--- config.mk ---
export PLATFORM = sky130hd
export DESIGN_NAME = mem_access_stage_flat
export DESIGN_NICKNAME = d
export VERILOG_FILES = /design/src/rtl/mem_access_stage_if.sv /design/src/rtl/mem_access_stage.sv /design/src/flat_wrapper.sv
export SDC_FILE = /design/constraint.sdc
export NUM_CORES = 1
export LEC_CHECK = 0
export BUFFER_PORTS_ARGS = -buffer_cell sky130_fd_sc_hd__buf_2
export CORE_AREA = 2 2 161 163
export CTS_BUF_LIST = sky130_fd_sc_hd__clkbuf_4
export DETAILED_ROUTE_END_ITERATION = 10
export DIE_AREA = 0 0 163 165
export PLACE_DENSITY = 0.76
export SLEW_MARGIN = 20
export SYNTH_ARGS = -nofsm -noshare
export SYNTH_HDL_FRONTEND = slang
export SYNTH_SLANG_ARGS = --single-unit
--- constraint.sdc ---
create_clock -name clock -period 4.7 [get_ports clock]
set_input_delay 0.94 -clock clock [delete_from_list [all_inputs] [get_ports clock]]
set_output_delay 0.94 -clock clock [all_outputs]
set_load 0.02 [all_outputs]
--- src/rtl/mem_access_stage_if.sv ---
// mem_access_stage_if: data-cache request/response bus between the MEM stage and the dcache
interface mem_access_stage_if #(
    parameter int ADDR_W = 64,
    parameter int DATA_W = 64
);
    logic              dc_req_valid;
    logic              dc_req_ready;
    logic              dc_req_we;
    logic [ADDR_W-1:0] dc_req_addr;
    logic [DATA_W-1:0] dc_req_wdata;
    logic [7:0]        dc_req_wmask;
    logic              dc_resp_valid;
    logic [DATA_W-1:0] dc_resp_rdata;
    modport master (
        output dc_req_valid, dc_req_we, dc_req_addr, dc_req_wdata, dc_req_wmask,
        input  dc_req_ready, dc_resp_valid, dc_resp_rdata
    );
    modport slave (
        input  dc_req_valid, dc_req_we, dc_req_addr, dc_req_wdata, dc_req_wmask,
        output dc_req_ready, dc_resp_valid, dc_resp_rdata
    );
endinterface

--- src/rtl/mem_access_stage.sv ---
// mem_access_stage: MEM pipeline stage issuing one dcache load/store at a time with lane alignment, load extension and flush handling
module mem_access_stage #(
    parameter int ADDR_W = 64,
    parameter int DATA_W = 64
) (
    input  logic               clock,
    input  logic               reset_n,
    input  logic               redirect_flush,
    input  logic               in_instr_valid,
    input  logic               in_is_load,
    input  logic               in_is_store,
    input  logic               in_is_unsigned,
    input  logic [3:0]         in_ls_size,
    input  logic [ADDR_W-1:0]  in_ls_address,
    input  logic [DATA_W-1:0]  in_store_data,
    output logic               mem_stall,
    mem_access_stage_if.master dc,
    output logic [DATA_W-1:0]  load_data,
    output logic               load_data_valid,
    output logic               misalign_exc
);
    typedef enum logic [2:0] {IDLE, REQ, WAIT, DONE, DRAIN} state_t;
    state_t state, state_next;
    logic [ADDR_W-1:0] addr_q;
    logic [DATA_W-1:0] wdata_q;
    logic [7:0]        wmask_q;
    logic [2:0]        size_q;
    logic [2:0]        off_q;
    logic              we_q;
    logic              unsigned_q;
    logic              mem_op;
    logic              misaligned;
    logic              accept;
    logic [2:0]        off;
    logic [2:0]        align_mask;
    logic [7:0]        base_mask;
    logic [DATA_W-1:0] shifted;
    logic [DATA_W-1:0] extracted;

    assign mem_op     = in_instr_valid & (in_is_load | in_is_store);
    assign off        = in_ls_address[2:0];
    // align_mask is bytes(size)-1, so it doubles as the upper bits of the byte-enable pattern
    assign align_mask = {in_ls_size[3], in_ls_size[3] | in_ls_size[2], in_ls_size[3] | in_ls_size[2] | in_ls_size[1]};
    assign misaligned = |(off & align_mask);
    assign accept     = (state == IDLE) & ~redirect_flush & mem_op & ~misaligned;
    assign base_mask  = {{4{in_ls_size[3]}}, {2{align_mask[1]}}, align_mask[0], |in_ls_size};

    assign shifted = dc.dc_resp_rdata >> {off_q, 3'b000};
    always_comb begin
        extracted = shifted;
        if (size_q[0])
            extracted = {{(DATA_W-8){~unsigned_q & shifted[7]}}, shifted[7:0]};
        else if (size_q[1])
            extracted = {{(DATA_W-16){~unsigned_q & shifted[15]}}, shifted[15:0]};
        else if (size_q[2])
            extracted = {{(DATA_W-32){~unsigned_q & shifted[31]}}, shifted[31:0]};
    end

    always_ff @(posedge clock or negedge reset_n) begin
        if (!reset_n)
            state <= IDLE;
        else
            state <= state_next;
    end

    always_comb begin
        state_next = state;
        case (state)
            IDLE:    state_next = accept ? REQ : IDLE;
            REQ:     state_next = dc.dc_req_ready ? (redirect_flush ? DRAIN : WAIT) : (redirect_flush ? IDLE : REQ);
            WAIT:    state_next = dc.dc_resp_valid ? (redirect_flush ? IDLE : DONE) : (redirect_flush ? DRAIN : WAIT);
            DONE:    state_next = IDLE;
            DRAIN:   state_next = dc.dc_resp_valid ? IDLE : DRAIN;
            default: state_next = IDLE;
        endcase
    end

    // reset_n gates the stall so an op presented during reset cannot stall the pipe
    always_comb begin
        dc.dc_req_valid = state == REQ;
        load_data_valid = (state == DONE) & ~we_q & ~redirect_flush;
        mem_stall       = reset_n & ~redirect_flush &
                          (accept | state == REQ | state == WAIT | (state == DRAIN & in_instr_valid));
    end

    always_ff @(posedge clock or negedge reset_n) begin
        if (!reset_n) begin
            addr_q       <= '0;
            wdata_q      <= '0;
            wmask_q      <= '0;
            size_q       <= '0;
            off_q        <= '0;
            we_q         <= 1'b0;
            unsigned_q   <= 1'b0;
            load_data    <= '0;
            misalign_exc <= 1'b0;
        end else begin
            misalign_exc <= (state == IDLE) & ~redirect_flush & mem_op & misaligned;
            if (accept) begin
                addr_q     <= {in_ls_address[ADDR_W-1:3], 3'b000};
                wdata_q    <= in_store_data << {off, 3'b000};
                wmask_q    <= base_mask << off;
                size_q     <= in_ls_size[2:0];
                off_q      <= off;
                we_q       <= in_is_store;
                unsigned_q <= in_is_unsigned;
            end
            if (state == WAIT & dc.dc_resp_valid & ~redirect_flush & ~we_q)
                load_data <= extracted;
        end
    end

    assign dc.dc_req_we    = we_q;
    assign dc.dc_req_addr  = addr_q;
    assign dc.dc_req_wdata = wdata_q;
    assign dc.dc_req_wmask = wmask_q;
endmodule

--- src/flat_wrapper.sv ---
// flat-port wrapper written by rule: the top's interface ports become plain ports
module mem_access_stage_flat 
#(
    parameter int ADDR_W = 64,
    parameter int DATA_W = 64
)
  (clock, reset_n, redirect_flush, in_instr_valid, in_is_load, in_is_store, in_is_unsigned, in_ls_size, in_ls_address, in_store_data, mem_stall, load_data, load_data_valid, misalign_exc, dc_dc_req_valid, dc_dc_req_we, dc_dc_req_addr, dc_dc_req_wdata, dc_dc_req_wmask, dc_dc_req_ready, dc_dc_resp_valid, dc_dc_resp_rdata);
  mem_access_stage_if #(.ADDR_W(ADDR_W), .DATA_W(DATA_W)) dc_i ();
  input  logic clock;
  input  logic reset_n;
  input  logic redirect_flush;
  input  logic in_instr_valid;
  input  logic in_is_load;
  input  logic in_is_store;
  input  logic in_is_unsigned;
  input  logic [3:0] in_ls_size;
  input  logic [ADDR_W-1:0] in_ls_address;
  input  logic [DATA_W-1:0] in_store_data;
  output logic mem_stall;
  output logic [DATA_W-1:0] load_data;
  output logic load_data_valid;
  output logic misalign_exc;
  output wire logic [$bits(dc_i.dc_req_valid)-1:0] dc_dc_req_valid;
  output wire logic [$bits(dc_i.dc_req_we)-1:0] dc_dc_req_we;
  output wire logic [$bits(dc_i.dc_req_addr)-1:0] dc_dc_req_addr;
  output wire logic [$bits(dc_i.dc_req_wdata)-1:0] dc_dc_req_wdata;
  output wire logic [$bits(dc_i.dc_req_wmask)-1:0] dc_dc_req_wmask;
  input wire logic [$bits(dc_i.dc_req_ready)-1:0] dc_dc_req_ready;
  input wire logic [$bits(dc_i.dc_resp_valid)-1:0] dc_dc_resp_valid;
  input wire logic [$bits(dc_i.dc_resp_rdata)-1:0] dc_dc_resp_rdata;
  assign dc_dc_req_valid = dc_i.dc_req_valid;
  assign dc_dc_req_we = dc_i.dc_req_we;
  assign dc_dc_req_addr = dc_i.dc_req_addr;
  assign dc_dc_req_wdata = dc_i.dc_req_wdata;
  assign dc_dc_req_wmask = dc_i.dc_req_wmask;
  assign dc_i.dc_req_ready = dc_dc_req_ready;
  assign dc_i.dc_resp_valid = dc_dc_resp_valid;
  assign dc_i.dc_resp_rdata = dc_dc_resp_rdata;
  mem_access_stage #(.ADDR_W(ADDR_W), .DATA_W(DATA_W)) u_core (.clock(clock), .reset_n(reset_n), .redirect_flush(redirect_flush), .in_instr_valid(in_instr_valid), .in_is_load(in_is_load), .in_is_store(in_is_store), .in_is_unsigned(in_is_unsigned), .in_ls_size(in_ls_size), .in_ls_address(in_ls_address), .in_store_data(in_store_data), .mem_stall(mem_stall), .dc(dc_i), .load_data(load_data), .load_data_valid(load_data_valid), .misalign_exc(misalign_exc));
endmodule
Word-level counts from Yosys, hierarchy flattened --
Cells that the tools add are included.
Storage, ports and cells: register bits after elaboration 209, bits of input ports 205, output and inout bits 205, word-level logic and storage cells 58
Operators by class: equality and inequality tests 4, shift-type cells 3, multiplexer cells 11, bitwise operators 27, reduce and logical (&&, ||, !) cells 3
Operator list (count):
- 2-to-1 mux 64 bit | 3
- << shifter 64 x 6 -> 64 bit | 1
- >> shifter 64 x 6 -> 64 bit | 1
- bitwise AND 1 bit | 16
- 2-to-1 mux 3 bit | 4
- one-hot mux 3 bit (4 select lines) | 1
- << shifter 8 x 3 -> 8 bit | 1
- == test 3 x 2 -> 1 bit (second input constant) | 2
- bitwise OR 1 bit | 6
- NOT 1 bit | 4
- OR reduction 4 bit | 1
- bitwise AND 3 bit | 1
- == test 3 x 1 -> 1 bit (second input constant) | 1
- == test 3 bit (second input constant) | 1
- zero test 3 bit | 1
- OR reduction 3 bit | 1
- 2-to-1 mux 1 bit | 2
- 2-to-1 mux 2 bit | 1

Logic depth before layout (Yosys ltp) --
Gate-level depths: netlist of the first run.
word-level depth 10, gate-level depth with buffers 8, depth with buffers taken out 5

Worst setup path after synthesis of the first run --
No wires, ideal clock.
kind input-to-output, from input port in_ls_address[0], to output port mem_stall, data arrival time 2.492 ns, required time 3.760 ns, slack 1.268 ns, stages on the path 6, path buffers 3, cell sequence clkbuf_1 > or3_1 > a21o_1 > clkbuf_1 > clkbuf_1 > a21oi_1
Between the ends: cells in the longest elaborated chain, start to end 8
Ends and longest elaborated chain:
- start: declaration | line flat_wrapper.sv:17 | input logic [ADDR_W-1:0] in_ls_address;
- bitwise AND 3 bit | line mem_access_stage.sv:44 | assign misaligned = |(off & align_mask);
- OR reduction 3 bit | line mem_access_stage.sv:44
- NOT 1 bit | line mem_access_stage.sv:45 | assign accept = (state == IDLE) & ~redirect_flush & mem_op & ~misaligned;
- bitwise AND 1 bit | line mem_access_stage.sv:45
- bitwise OR 1 bit (3 in series) | line mem_access_stage.sv:83 | (accept | state == REQ | state == WAIT | (state == DRAIN & in_instr_valid));
- bitwise AND 1 bit | line mem_access_stage.sv:82 | mem_stall = reset_n & ~redirect_flush &
- end: declaration | line flat_wrapper.sv:19 | output logic mem_stall;
No other way between the ends.

Worst setup path after layout of the first run --
from input port in_ls_address[1], to output port mem_stall
Same word-level chain as after synthesis.

==> out/summary.txt, run 1 <==
H-tree depth: 2
CTS buffer count: 55
Part of the power in registers: 36.6%
CTS tree: yes
CTS sink count: 209
# fillers: 2271
Register area share after synthesis: 46.8%
Post-CTS Resized: 0
Post-synthesis cell type count: 57
Synth Area in Simple Gates: 17.9%
Async S/R FF share, synth: 100%
Switching portion of total power: 42.0%
Final Cycle Share: 71.6%
Power share of the combinational group: 40.6%
Synth Area per Inst: 9.13 um^2
Mux cell area share after synthesis: 15.6%
CP peak stage delay: 0.39 ns
DR DRC count: 0
Cell taking the most area after synthesis: dfrtp_1
Power Density: 542 nW/um^2
Via count: 11.0k
CTS max path bufs: 3
Top-area cell type share of the netlist area: 46.8%
Max_cap viols: 0
Critical path type: input port to output port
FF-to-FF path depth: 6
Sw Pwr: 3.23 mW
Iter 0 DRT Violations: 1185
Layout area overhead: 27.2%
Setup tns final: 0 ns
CP Launch Type: input port
Min-delay worst type: input port to async pin
Flops & latches, synth: 209
First-pass GRT wire length: 60500 um
Via/cell ratio: 5.51
RSZ-0062 raised after global routing: no
R2r endpoint: u_core.load_data[57]
R2r setup slk: 1.57 ns
Post-CTS setup buffers: 0
Internal power: 4.47 mW
Die H: 165 um
Synth Area in Adders: 0%
WP data required: 3.76 ns
Final ANT Viol Nets: 0
Clock tree root buffer cell: clkbuf_4
Arr. time, crit path: 2.42 ns
Vias in the first global route: 10.7k
CP endpoint kind: output port
Skew final: 0.0341 ns
Post-synthesis cell count: 1224
Final hold viol count: 0
Final weighted congestion in routability-driven placement: 0.990
Reg-to-reg startpoint: u_core.off_q[0]
GRT Util Overall: 29.4%
Total global routing overflow: 0
Die area: 26900 um^2
# hold bufs at CTS: 0
Rows: 58
Pre-antenna DRT Iters: 5
Initial antenna violation count: 5
CP cell instances: buf_2 -> nor2_1 -> o21bai_1 -> a21o_4 -> a21oi_1 -> buf_2
Final setup fails: 0
I/O Buffers: 406
Synth Flop Type: dfrtp_1
Worst-path clk slew: 0.07 ns
VDD IR max: 328 uV
Core footprint: 25000 um^2
XOR/XNOR Fraction of Synth Area: 0%
Static Leak: 7.20 nW
Slew headroom: 31.1%
Yosys warns: 0
Most common cell after layout, fill and taps aside: buf_2
Largest family of logic cells by synthesized area: simple AND/OR/NAND/NOR gates
Netlist Area Pre-Place: 11200 um^2
Drt total wl: 40400 um
Synth area leaders: dfrtp_1 47%, nand2_1 11%, mux4_2 5.8%, mux2i_1 5.8%, a21oi_1 5.6%
Worst skew pair latency: 0.68 ns
Starting density of the core: 44.6%
NumNets Final: 1821
Clk pwr share: 22.8%
Wire per inst: 20.2 um
Pins Over Slew Limit: 0
WHS: 0.126 ns
Final min period: 3.36 ns
Die width: 163 um
DP HPWL: 29900 um
Share of cells above drive strength 1: 35.9%
Fmax: 297 MHz
CP startpoint: in_ls_address[1]
Number of synthesized flops with an enable pin: 0
CP max-delay cell: a21o_4
CP dominant cell by count: buf_2
CP Capture Point: mem_stall
Commonest cells after routing, fill and taps aside: 405 x buf_2, 334 x nand2_1, 208 x dfrtp_1, 123 x a21oi_1, 113 x nor2_1
IO Count: 410
Status: complete, no violations
Largest net degree at the start of global routing: 89
CP max FO: 29
Slew @ Worst Pin: 1.03 ns
Compound-Gate Fraction of Synth Area: 15.8%
## logic make-up after synthesis
group	count (synthesis)
AND/OR/NAND/NOR	495
AO/OA/AOI/OAI	284
flip-flops	209
multiplexers	133
buffers and inverters	102
other	1
## worst max-delay path: cells and delay by family
family | cells | cell delay, ns
AO/OA/AOI/OAI | 3 | 0.86
buffers and inverters | 2 | 0.53
AND/OR/NAND/NOR | 1 | 0.08
## layer usage
| metal | track usage, % | up-vias | wire length (um) |
|---|---|---|---|
| li1 | - | 5063 | - |
| met3 | 8.89 | 109 | 3990 |
| met1 | 34.9 | 5191 | 15100 |
| met2 | 49.4 | 622 | 19500 |
| met4 | 13.4 | 4 | 1740 |
| met5 | 0 | - | 32 |
## Yosys cell counts, types with 16 or more instances
library cell  number
a21oi_1          124
nor2_1           113
o31ai_1           24
dfrtp_1          209
mux2i_1           65
nor2b_1           17
o21a_1            16
o21ai_0           45
mux2_2            39
clkbuf_1          60
mux4_2            29
nand2_1          334
a211oi_1          18
buf_2             24
## state kept, by name, summed over array words and instances (netlist names), 3 cells and up
signal / flops
u_core.dc.dc_req_addr: 61
u_core.dc.dc_req_wdata: 64
u_core.dc.dc_req_wmask: 8
u_core.load_data: 64
u_core.off_q: 3
u_core.size_q: 3
u_core.state: 3
## area by class of cell
type	instances	area [um^2]	share of cell area [%]
multi-input combinational	915	5540	39.0
sequential	209	5230	36.8
timing repair buffer	428	2220	15.6
clock buffer	72	541	3.80
tap	330	413	2.91
clock inverter	30	230	1.62
inverter	7	26.3	0.185
antenna	3	7.51	0.0528
## per-stage QoR
step / util, % / power [mW] / cells / area, um^2 / setup WS [ns]
floorplan: - / 4.70 / 1226 / 11200 / 1.27
global placement: 53.7 / 5.89 / 1889 / 13400 / 1.38
detailed placement: 53.7 / 5.94 / 1889 / 13400 / 1.36
CTS: 56.7 / 7.73 / 1991 / 14200 / 1.33
global route: 56.8 / 8.15 / 1994 / 14200 / 1.15
finish: 56.8 / 7.70 / 1994 / 14200 / 1.34
## power groups by stage
| stage | combinational, mW | clock (mW) | sequential (mW) |
|---|---|---|---|
| after CTS | 3.13 | 1.79 | 2.81 |
| after floorplan | 1.29 | 0 | 3.41 |
| after global placement | 3.07 | 0 | 2.82 |
| final | 3.12 | 1.76 | 2.82 |
| after global routing | 3.36 | 1.91 | 2.88 |
| after detailed placement | 3.12 | 0 | 2.82 |
## worst min-delay path by stage
stage / startpoint / endpoint / slack [ns] / depth (start not counted)
floorplan: u_core.state[2] / u_core.state[2] / 0.53 / 1
global placement: u_core.dc.dc_req_addr[33] / u_core.dc.dc_req_addr[33] / 0.45 / 2
detailed placement: u_core.dc.dc_req_addr[33] / u_core.dc.dc_req_addr[33] / 0.46 / 2
CTS: reset_n / u_core.dc.dc_req_wdata[1] / 0.09 / 1
global route: reset_n / u_core.dc.dc_req_wmask[0] / 0.07 / 1
finish: reset_n / u_core.dc.dc_req_wdata[1] / 0.13 / 1
Power figures use the tool's default switching activity.
==> run 2, diff against run 1 <==
- ABC_AREA: not set -> 1
- CORE_AREA: 2 2 161 163 -> 2 2 159 161
- DIE_AREA: 0 0 163 165 -> 0 0 161 163
- PLACE_DENSITY: 0.76 -> 0.81
- clock period: 4.7 -> 3.4 ns (I/O delays scaled with it)
==> out/summary.txt, run 2 <==
Vias in the first global route: 12.3k (+16%)
Power Density: 764 nW/um^2 (+41%)
Core footprint: 24700 um^2 (-1.4%)
CP bufs+invs: 2 (unchanged)
Slew headroom: 43.0% (+12 points)
R2r setup slk: 1.06 ns (-0.51 ns)
Yosys warns: 0 (unchanged)
Crit. path cell count: 6 (unchanged)
Arr. time, crit path: 2.25 ns (-0.17 ns)
Dpl cells: 2295 (+21%)
Area taken by multi-input logic gates: 5810 um^2 (+4.9%)
Final min period: 2.93 ns
CP max FO: 5 (-83%)
I/O Buffers: 406 (unchanged)
VDD IR max: 465 uV (+42%)
CP cell instances: inv_1 -> nand3_1 -> nor3_2 -> nand3_4 -> a41oi_1 -> buf_2
Async S/R FF share, synth: 100% (unchanged)
CP Launch Type: register
H-tree depth: 2 (unchanged)
Fin util: 59.2% (+2.4 points)
Reg area: 5230 um^2 (about the same)
Drt total wl: 41700 um (+3.3%)
Synth area leaders: dfrtp_1 44%, nand2_1 24%, o21ai_0 4.2%, nand3_1 3.5%, a21oi_1 3.4%
DR DRC count: 0 (unchanged)
CP endpoint kind: output port
Skew final: 0.0509 ns (+0.0169 ns)
CP max-delay cell: dfrtp_1
Worst hold path cell count: 3
Final ANT Viol Nets: 0 (unchanged)
Via count: 13.1k (+19%)
Delay-heaviest family, CP: simple AND/OR/NAND/NOR gates
Commonest cells after routing, fill and taps aside: 747 x nand2_1, 405 x buf_2, 207 x dfrtp_1, 107 x nor2_1, 100 x o21ai_0
WP data required: 2.72 ns (-1.04 ns)
R2r endpoint: u_core.dc.dc_req_wdata[33]
Status: complete, no violations
Static Leak: 8.18 nW (+14%)
Layout area overhead: 22.7%
Cell taking the most area after synthesis: dfrtp_1
Largest family of logic cells by synthesized area: simple AND/OR/NAND/NOR gates
Final setup fails: 0 (unchanged)
Top-area cell type share of the netlist area: 43.9% (-2.9 points)
DP HPWL: 29700 um (-0.83%)
Min-delay src: in_ls_address[44]
Post-CTS setup buffers: 0 (unchanged)
Share of cells above drive strength 1: 27.4% (-8.5 points)
Synth Area in Simple Gates: 31.9% (+14 points)
CTS max path bufs: 3 (unchanged)
Worst skew pair latency: 0.69 ns (about the same)
Number of synthesized flops with an enable pin: 0 (unchanged)
NumNets Final: 2228 (+22%)
Register area share after synthesis: 43.9% (-2.9 points)
CTS tree: yes
GRT Util Overall: 30.9% (+1.5 points)
Reg-to-reg startpoint: u_core.state[1]
Starting density of the core: 48.2% (+3.6 points)
CTS sink count: 209 (unchanged)
# hold bufs at CTS: 1 (+1)
Die H: 163 um (-1.2%)
IO Count: 410 (unchanged)
Die width: 161 um (-1.2%)
Synth Area in Adders: 0% (unchanged)
XOR/XNOR Fraction of Synth Area: 0% (unchanged)
Mux cell area share after synthesis: 0.757% (-15 points)
Worst-path clk slew: 0.07 ns (about the same)
CP startpoint: u_core.state[1]
Compound-Gate Fraction of Synth Area: 16.0% (+0.22 points)
CTS buffer count: 55 (unchanged)
First-pass GRT wire length: 64500 um (+6.7%)
CP Capture Point: mem_stall
FF-to-FF path depth: 7 (+1)
CP peak stage delay: 0.42 ns (+0.03 ns)
Pins Over Slew Limit: 0 (unchanged)
Final Cycle Share: 86.0%
Post-synthesis cell count: 1656 (+35%)
Post-synth top cells: 747 x nand2_1, 209 x dfrtp_1, 108 x nor2_1
# fillers: 2424 (+6.7%)
Synth Area per Inst: 7.19 um^2 (-21%)
Final hold viol count: 0 (unchanged)
Most common cell after layout, fill and taps aside: nand2_1
Iter 0 DRT Violations: 1340 (+13%)
Synth Flop Type: dfrtp_1
Count leader, synth: nand2_1
Wire per inst: 17.4 um (-14%)
Flops & latches, synth: 209 (unchanged)
Largest net degree at the start of global routing: 161 (+81%)
Total global routing overflow: 0 (unchanged)
Netlist Area Pre-Place: 11900 um^2 (+6.5%)
Initial antenna violation count: 8 (+3)
Via/cell ratio: 5.46 (-0.94%)
Setup tns final: 0 ns (unchanged)
Max_cap viols: 0 (unchanged)
Clock tree root buffer cell: clkbuf_4
Min-delay worst type: input port to register
Post-CTS Resized: 0 (unchanged)
Final weighted congestion in routability-driven placement: 1.00 (+1.4%)
Rows: 58 (unchanged)
Die area: 26200 um^2 (-2.4%)
Final Non-Filler Cells: 2394 (+20%)
Fmax: 342 MHz
Pre-antenna DRT Iters: 6 (+1)
Critical path type: register to output port
RSZ-0062 raised after global routing: no
Post-synthesis cell type count: 41 (-28%)
Slew @ Worst Pin: 0.856 ns (-0.177 ns)
-- run 2: cell families after synthesis --
logic type             after synthesis
AO/OA/AOI/OAI                      307
buffers and inverters              170
flip-flops                         209
multiplexers                         9
other                                1
AND/OR/NAND/NOR                    960
-- run 2: area by class of cell --
type / instances / share of cell area (%)
timing repair buffer: 433 / 15.6
antenna: 8 / 0.137
clock buffer: 79 / 4.06
clock inverter: 11 / 0.506
sequential: 209 / 35.8
tap: 330 / 2.83
multi-input combinational: 1279 / 39.8
inverter: 45 / 1.16
-- run 2: report_power, final --
part           leakage (nW)  switching, mW  total [mW]  internal, mW
Clock                 0.401           1.07        2.20          1.13
Sequential             2.68          0.532        3.82          3.28
Combinational          5.10           3.48        5.14          1.66
Total                  8.18           5.07        11.2          6.08
-- run 2: tightest hold or removal path, cell delays in order --
cell	delay (ns)
buf_2	0.07
nand2_1	0.04
nand2_1	0.04
-- run 2: how the worst min path moves through the flow --
stage | end | slack [ns]
after floorplan | u_core.dc.dc_req_addr[10] | 0.38
final | u_core.dc.dc_req_addr[44] | 0.19
after global placement | u_core.dc.dc_req_addr[15] | 0.46
after detailed placement | u_core.dc.dc_req_addr[31] | 0.46
after global routing | u_core.dc.dc_req_addr[18] | 0.16
after CTS | u_core.dc.dc_req_addr[44] | 0.13
-- run 2: through the flow --
| step | instance area [um^2] | setup slack (ns) | hold WS, ns | total power, mW |
|---|---|---|---|---|
| 6_report | 14600 | 0.475 | 0.185 | 11.2 |
| 3_3_place_gp | 13900 | 0.635 | 0.456 | 8.87 |
| 5_1_grt | 14600 | 0.300 | 0.155 | 11.9 |
| 4_1_cts | 14600 | 0.358 | 0.127 | 11.2 |
| 3_5_place_dp | 13900 | 0.522 | 0.460 | 8.94 |
| 2_1_floorplan | 11900 | 0.756 | 0.384 | 7.18 |
-- run 2: routing by layer --
metal	GRT usage, %	share of wire (%)
met5	0	0.067
met4	14.9	4.5
met3	7.23	9.6
met2	50.0	47
met1	39.2	39
